## config.mk

```make
export PLATFORM = sky130hd
export DESIGN_NAME = pipe_stage_reg
export DESIGN_NICKNAME = d
export VERILOG_FILES = /design/src/rtl/pipe_stage_reg.sv
export SDC_FILE = /design/constraint.sdc
export NUM_CORES = 1
export LEC_CHECK = 0
export CAP_MARGIN = 20
export CELL_PAD_IN_SITES_DETAIL_PLACEMENT = 0
export CELL_PAD_IN_SITES_GLOBAL_PLACEMENT = 2
export CORE_MARGIN = 2
export CORE_UTILIZATION = 28
export CTS_CLUSTER_DIAMETER = 60
export CTS_CLUSTER_SIZE = 10
export DETAILED_ROUTE_END_ITERATION = 10
export PLACE_DENSITY_LB_ADDON = 0.1
export SLEW_MARGIN = 20
export SYNTH_ARGS = -nofsm -noshare
export SYNTH_HDL_FRONTEND = slang
export SYNTH_SLANG_ARGS = --single-unit
```

## constraint.sdc

```tcl
create_clock -name clk -period 8.9 [get_ports clk]
set_input_delay 2.67 -clock clk [delete_from_list [all_inputs] [get_ports clk]]
set_output_delay 2.67 -clock clk [all_outputs]
set_load 0.02 [all_outputs]
```

## src/rtl/pipe_stage_reg.sv

```systemverilog
// Pipeline-boundary register: data + control bus under valid/ready, optional 2-entry skid.
// Latency: 1 cycle from in_fire to out_valid; 1 beat/cycle sustained with out_ready high.
// Backpressure: SKID=1 registered in_ready (= skid entry free); SKID=0 in_ready = out_ready | ~out_valid.
//
// Ports:
//   clk, reset        rising-edge clock, asynchronous active-high reset
//   flush             synchronous kill of every stored entry (beats on the input are dropped)
//   bubble            on a captured beat, ctrl bits set in KILL_MASK are forced to 0
//   in_valid/in_ready/in_data/in_ctrl       upstream handshake and payload
//   out_valid/out_ready/out_data/out_ctrl   downstream handshake and head-entry payload
//   occupancy         number of stored entries (0..2, at most 1 when SKID=0)
module pipe_stage_reg #(
    parameter int                DATA_W     = 96,
    parameter int                CTRL_W     = 16,
    parameter logic [CTRL_W-1:0] KILL_MASK  = {CTRL_W{1'b1}},
    parameter bit                SKID       = 1'b1,
    parameter bit                FLUSH_ZERO = 1'b1
) (
    input  logic              clk,
    input  logic              reset,
    input  logic              flush,
    input  logic              bubble,
    input  logic              in_valid,
    output logic              in_ready,
    input  logic [DATA_W-1:0] in_data,
    input  logic [CTRL_W-1:0] in_ctrl,
    output logic              out_valid,
    input  logic              out_ready,
    output logic [DATA_W-1:0] out_data,
    output logic [CTRL_W-1:0] out_ctrl,
    output logic [1:0]        occupancy
);

    typedef enum logic [1:0] {
        ST_EMPTY = 2'd0,
        ST_ONE   = 2'd1,
        ST_FULL  = 2'd2
    } state_t;

    state_t            r_state;
    logic [DATA_W-1:0] r_main_dat;
    logic [CTRL_W-1:0] r_main_ctrl;
    logic [DATA_W-1:0] r_skid_dat;
    logic [CTRL_W-1:0] r_skid_ctrl;

    logic              w_main_vld;
    logic              w_skid_vld;
    logic              w_in_fire;
    logic              w_out_fire;
    logic [CTRL_W-1:0] w_cap_ctrl;

    // Valid bits are decoded straight from the state register, so in_ready
    // in the skid configuration is a pure register output.
    assign w_main_vld = (r_state != ST_EMPTY);
    assign w_skid_vld = (r_state == ST_FULL);

    assign in_ready   = SKID ? ~w_skid_vld : (out_ready | ~w_main_vld);
    assign w_in_fire  = in_valid & in_ready;
    assign w_out_fire = w_main_vld & out_ready;

    // Bubble only touches control; the data bus passes untouched.
    assign w_cap_ctrl = bubble ? (in_ctrl & ~KILL_MASK) : in_ctrl;

    assign out_valid  = w_main_vld;
    assign out_data   = r_main_dat;
    assign out_ctrl   = r_main_ctrl;
    assign occupancy  = {1'b0, w_main_vld} + {1'b0, w_skid_vld};

    always_ff @(posedge clk or posedge reset) begin
        if (reset) begin
            r_state     <= ST_EMPTY;
            r_main_dat  <= '0;
            r_main_ctrl <= '0;
            r_skid_dat  <= '0;
            r_skid_ctrl <= '0;
        end else if (flush) begin
            // Flush wins over any load; a beat leaving this cycle was already
            // sampled downstream, so nothing else needs to happen for it.
            r_state <= ST_EMPTY;
            if (FLUSH_ZERO) begin
                r_main_dat  <= '0;
                r_main_ctrl <= '0;
                r_skid_dat  <= '0;
                r_skid_ctrl <= '0;
            end
        end else begin
            case (r_state)
                ST_EMPTY: begin
                    if (w_in_fire) begin
                        r_main_dat  <= in_data;
                        r_main_ctrl <= w_cap_ctrl;
                        r_state     <= ST_ONE;
                    end
                end
                ST_ONE: begin
                    // Without the skid an accepted beat always coincides with
                    // out_fire (in_ready needs out_ready), so the first branch
                    // covers every SKID=0 load from this state.
                    if (w_in_fire && w_out_fire) begin
                        r_main_dat  <= in_data;
                        r_main_ctrl <= w_cap_ctrl;
                    end else if (w_out_fire) begin
                        r_state <= ST_EMPTY;
                    end else if (w_in_fire) begin
                        r_skid_dat  <= in_data;
                        r_skid_ctrl <= w_cap_ctrl;
                        r_state     <= ST_FULL;
                    end
                end
                ST_FULL: begin
                    if (w_out_fire) begin
                        r_main_dat  <= r_skid_dat;
                        r_main_ctrl <= r_skid_ctrl;
                        r_state     <= ST_ONE;
                    end
                end
                default: r_state <= ST_EMPTY;
            endcase
        end
    end

endmodule

```

* Word level (Yosys, flattened, before mapping)
Cells that the tools add are included.
** Storage, ports and cells
- Register bits after elaboration :: 226
- Input bits :: 118
** Operators by class
- $add $sub $neg :: 1
- Equal/unequal tests :: 9
- Mux-type cells :: 26
- Bitwise gates (word level) :: 3
- Reduce and logical (&&, ||, !) cells :: 9
** Operators by type and width (count)
- two-way mux 96 bit :: 8
- one-hot mux 96 bit (3 select lines) :: 1
- two-way mux 16 bit :: 9
- one-hot mux 16 bit (3 select lines) :: 1
- two-way mux 2 bit :: 6
- AND reduction 4 bit :: 3
- inequality test 3 bit (second input constant) :: 3
- one-hot mux 2 bit (3 select lines) :: 1
- nonzero test 2 bit :: 3
- inequality test 2 bit (second input constant) :: 2
- inequality test 4 bit (second input constant) :: 1
- nonzero test 4 bit :: 1
- inequality test 3 x 2 -> 1 bit (second input constant) :: 1
- adder 1 x 1 -> 2 bit :: 1
- bitwise AND 1 bit :: 2
- == test 2 x 1 -> 1 bit (second input constant) :: 1
- == test 2 bit (second input constant) :: 1
- logical NOT 2 bit :: 1
- logical AND 1 bit :: 1
- inverter 1 bit :: 1

* Logic depth before layout (Yosys ltp)
- Depth in word-level cells :: 8
- Mapped depth :: 7
- Mapped depth without buffers :: 4

* Least setup slack after synthesis
Ideal clock, no wire load.
- Path type :: register to output
- Start :: register r_state[0]
- End :: output port out_valid
- Arrival :: 1.285 ns
- Data required time :: 6.230 ns
- Setup slack :: 4.945 ns
- Stages on the path, launching flop included :: 5
- Path through :: dfrtp_1 buf_2 clkbuf_1 clkbuf_1 or2_2
** On the way
- Cells in the longest elaborated chain, start to end :: 1
** Ends and longest elaborated chain
- from (decl) :: line 40 : state_t r_state;
- from (signal assigned) :: line 71 : r_state <= ST_EMPTY;
- from (signal assigned) :: line 79 : r_state <= ST_EMPTY;
- from (signal assigned) :: line 92 : r_state <= ST_ONE;
- nonzero test 2 bit :: line 54 : assign w_main_vld = (r_state != ST_EMPTY);
- to (decl) :: line 27 : output logic out_valid,
Every way passes these cells.

* Worst setup path after layout
Same ends and word-level chain as after synthesis.

==> run metrics <==
Core Area=0.0377 mm^2; Post-Synth Simple-Gate Area=9.40%; worst-case headroom to the max-slew limit=33.6%; number of gates resized after CTS=0; max-capacitance violation count=0; setup repair after global routing missed its margin=false; post-synthesis adder-cell area fraction=0%; flop-to-flop setup slack=5.11 ns; clock tree from TritonCTS=yes; total number of nets in the final design=1333; Detailed Place HPWL=20800 um; Worst setup EP type=primary output; worst-margin pin slew=0.996 ns; number of failing hold endpoints at the final stage=0; DP Cell Count=1690; area of the die=0.0399 mm^2; per-instance average area after synthesis=10.2 um^2; worst min path class=reg -> reg; clock insertion delay at the later pin of the skew report=0.50 ns; global-route wire length before repair=56900 um; number of setup violations in the final report=0; Netlist Area Pre-Place=0.0107 mm^2; drt first pass iters=4; Final Total Pwr=2.90 mW; synthesized netlist cell count=1056; number of instances on the worst hold path=2; TNS Setup=0 ns; multiplexer fraction of the synthesized cell area=10.5%; Routed WL per cell=21.3 um; required time worst endpoint=6.23 ns; number of DRC violations after detailed routing=0; max-slew violations=0; Inserted Clock Buffers=34; per-cell via count in the routed design=5.12; final instance count without filler cells=1750; Final Skew=0.00828 ns; post-layout utilization of the core=38.5%; global placer's final weighted congestion=0.704; detailed router's first-iteration violation count=515; initial antenna violation count=3; cell depth of the worst flop-to-flop path=5; die height=200 um; Max Buffers Root-to-Sink=3; post-synthesis net count=1174; share of final-layout standard cells stronger than drive strength 1=6.55%; Unique masters post-synth=24; drt total wl=37200 um; combinational family with the most area after synthesis=compound AO/OA/AOI/OAI gates; type of the worst setup path=reg -> out; post-layout min period=5.79 ns; sinks on the clock net=226; via count of the first global-routing pass=9224; Final Cycle Share=65.0%; ports placed on the boundary=234; Leak=5.93 nW; std cell rows=71; clock transition at the register clock pins on the worst setup and hold paths after CTS=0.05 ns; number of levels the H-tree was split into=2; count of nets left with antenna violations after detail routing=0; status=finished, final reports clean; flops & latches, synth=226; type of origin of the critical path=flop; vias post-DR=8958; fraction of the mapped netlist area in compound gates=22.5%; maximum resistive drop on vdd=0.0947 mV; Filler Cell Count=3809; parity-gate share of the synthesized area counting xor and xnor cells=0%; number of I/O port buffers=233; Yosys warning count=0; initial standard-cell utilization of the core=28.5%; global route total overflow=0; number of buffers inserted for hold repair after clock tree synthesis=0; P&R area growth vs syn=35.3%; Post CTS Setup Buffer Count=0; part of the Yosys area used for sequential elements=52.7%; total power per unit cell area=200 mW/mm^2; global router's overall resource usage=18.5%; maximum number of pins on one net before global-route repair=120; critical path data arrival time=3.12 ns; peak fanout along the critical path=70; maximum clock rate=0.173 GHz; root cell of the clock tree=sky130_fd_sc_hd__clkbuf_16; hold slack final=0.517 ns; Die W=200 um
==> worst max-delay path, stage by stage (launching register included) <==
cell and delay, ns:
sky130_fd_sc_hd__dfrtp_4 0.85, sky130_fd_sc_hd__buf_4 0.82, sky130_fd_sc_hd__or2_2 0.23, sky130_fd_sc_hd__clkdlybuf4s50_1 0.64
==> registers in the layout (all words and copies together) (netlist names) <==
name / cells
r_state: 2
r_skid_dat: 96
out_data: 96
r_skid_ctrl: 16
out_ctrl: 16
==> cell usage after synthesis <==
cell,n,area share (%)
sky130_fd_sc_hd__dfrtp_1,226,53
sky130_fd_sc_hd__nand2_1,225,7.9
sky130_fd_sc_hd__a21oi_1,113,5.3
sky130_fd_sc_hd__mux2i_1,113,11
sky130_fd_sc_hd__o2111ai_1,112,9.1
sky130_fd_sc_hd__o31ai_1,112,7.8
sky130_fd_sc_hd__clkbuf_1,94,3.3
sky130_fd_sc_hd__buf_2,29,1.4
sky130_fd_sc_hd__nor2b_1,16,0.93
sky130_fd_sc_hd__nand3b_1,2,0.14
sky130_fd_sc_hd__a211oi_1,1,0.070
sky130_fd_sc_hd__and4bb_2,1,0.12
sky130_fd_sc_hd__buf_1,1,0.035
sky130_fd_sc_hd__buf_4,1,0.070
sky130_fd_sc_hd__clkinv_1,1,0.035
sky130_fd_sc_hd__inv_1,1,0.035
sky130_fd_sc_hd__inv_2,1,0.035
sky130_fd_sc_hd__nand2b_1,1,0.058
sky130_fd_sc_hd__nand4bb_1,1,0.10
sky130_fd_sc_hd__nor2_1,1,0.035
sky130_fd_sc_hd__o211a_1,1,0.093
sky130_fd_sc_hd__o21a_1,1,0.070
sky130_fd_sc_hd__or2_2,1,0.058
sky130_fd_sc_hd__or3b_2,1,0.082
==> cell type report <==
class                   count  area [um^2]  area share (%)
diodes                      2         5.00          0.0345
clock buffers              46         1010            6.96
clock inverters            12          124           0.853
inverters                   3         21.3           0.147
multi-input cells         702         4600            31.7
flip-flops and latches    226         5660            39.0
well taps                 511          639            4.40
repair buffers            248         2460            16.9
==> layer usage <==
metal | wire (um) | GRT usage [%]
met1 | 17700 | 26.1
met2 | 17000 | 29.2
met3 | 2020 | 3.93
met4 | 514 | 3.76
met5 | 16 | 0
==> power breakdown <==
part / switching, mW / internal [mW]
registers: 0.0438 / 1.08
clock network: 0.495 / 0.851
logic: 0.252 / 0.177
==> cells by family after synthesis <==
logic type / after synthesis
compound gates: 340
buf+inv: 128
flops: 226
mux: 113
simple gates: 249
==> cells in the final DEF (no fill, tap or decap), types with 2 or more instances in the layout <==
master                              n
sky130_fd_sc_hd__nand3b_1           2
sky130_fd_sc_hd__a21oi_1          113
sky130_fd_sc_hd__buf_4             14
sky130_fd_sc_hd__clkbuf_8           5
sky130_fd_sc_hd__o31ai_1          112
sky130_fd_sc_hd__nand2_1          225
sky130_fd_sc_hd__diode_2            2
sky130_fd_sc_hd__clkinvlp_4         4
sky130_fd_sc_hd__o2111ai_1        112
sky130_fd_sc_hd__clkbuf_1           4
sky130_fd_sc_hd__mux2i_1          112
sky130_fd_sc_hd__clkinv_2           5
sky130_fd_sc_hd__clkdlybuf4s50_1  232
sky130_fd_sc_hd__nor2b_1           16
sky130_fd_sc_hd__dfrtp_1          225
sky130_fd_sc_hd__bufinv_16          2
sky130_fd_sc_hd__clkbuf_16         37
==> path summary, 6_finish.rpt <==
check                         startpoint        endpoint
max reg2reg                   r_state[0]  r_skid_dat[20]
min                        r_skid_dat[4]   r_skid_dat[4]
min in group asynchronous          reset   r_skid_dat[3]
min reg2reg                r_skid_dat[4]   r_skid_dat[4]
max in group asynchronous          reset      r_state[0]
max                           r_state[0]       out_valid
==> metrics by stage <==
| stage | instance area [um^2] | worst slack, ns |
|---|---|---|
| 2_1_floorplan | 10700 | 0.0388 |
| 3_3_place_gp | 13400 | 3.30 |
| 3_5_place_dp | 13400 | 3.25 |
| 4_1_cts | 14500 | 3.07 |
| 5_1_grt | 14500 | 2.99 |
| 6_report | 14500 | 3.11 |
Power figures use the tool's default switching activity.
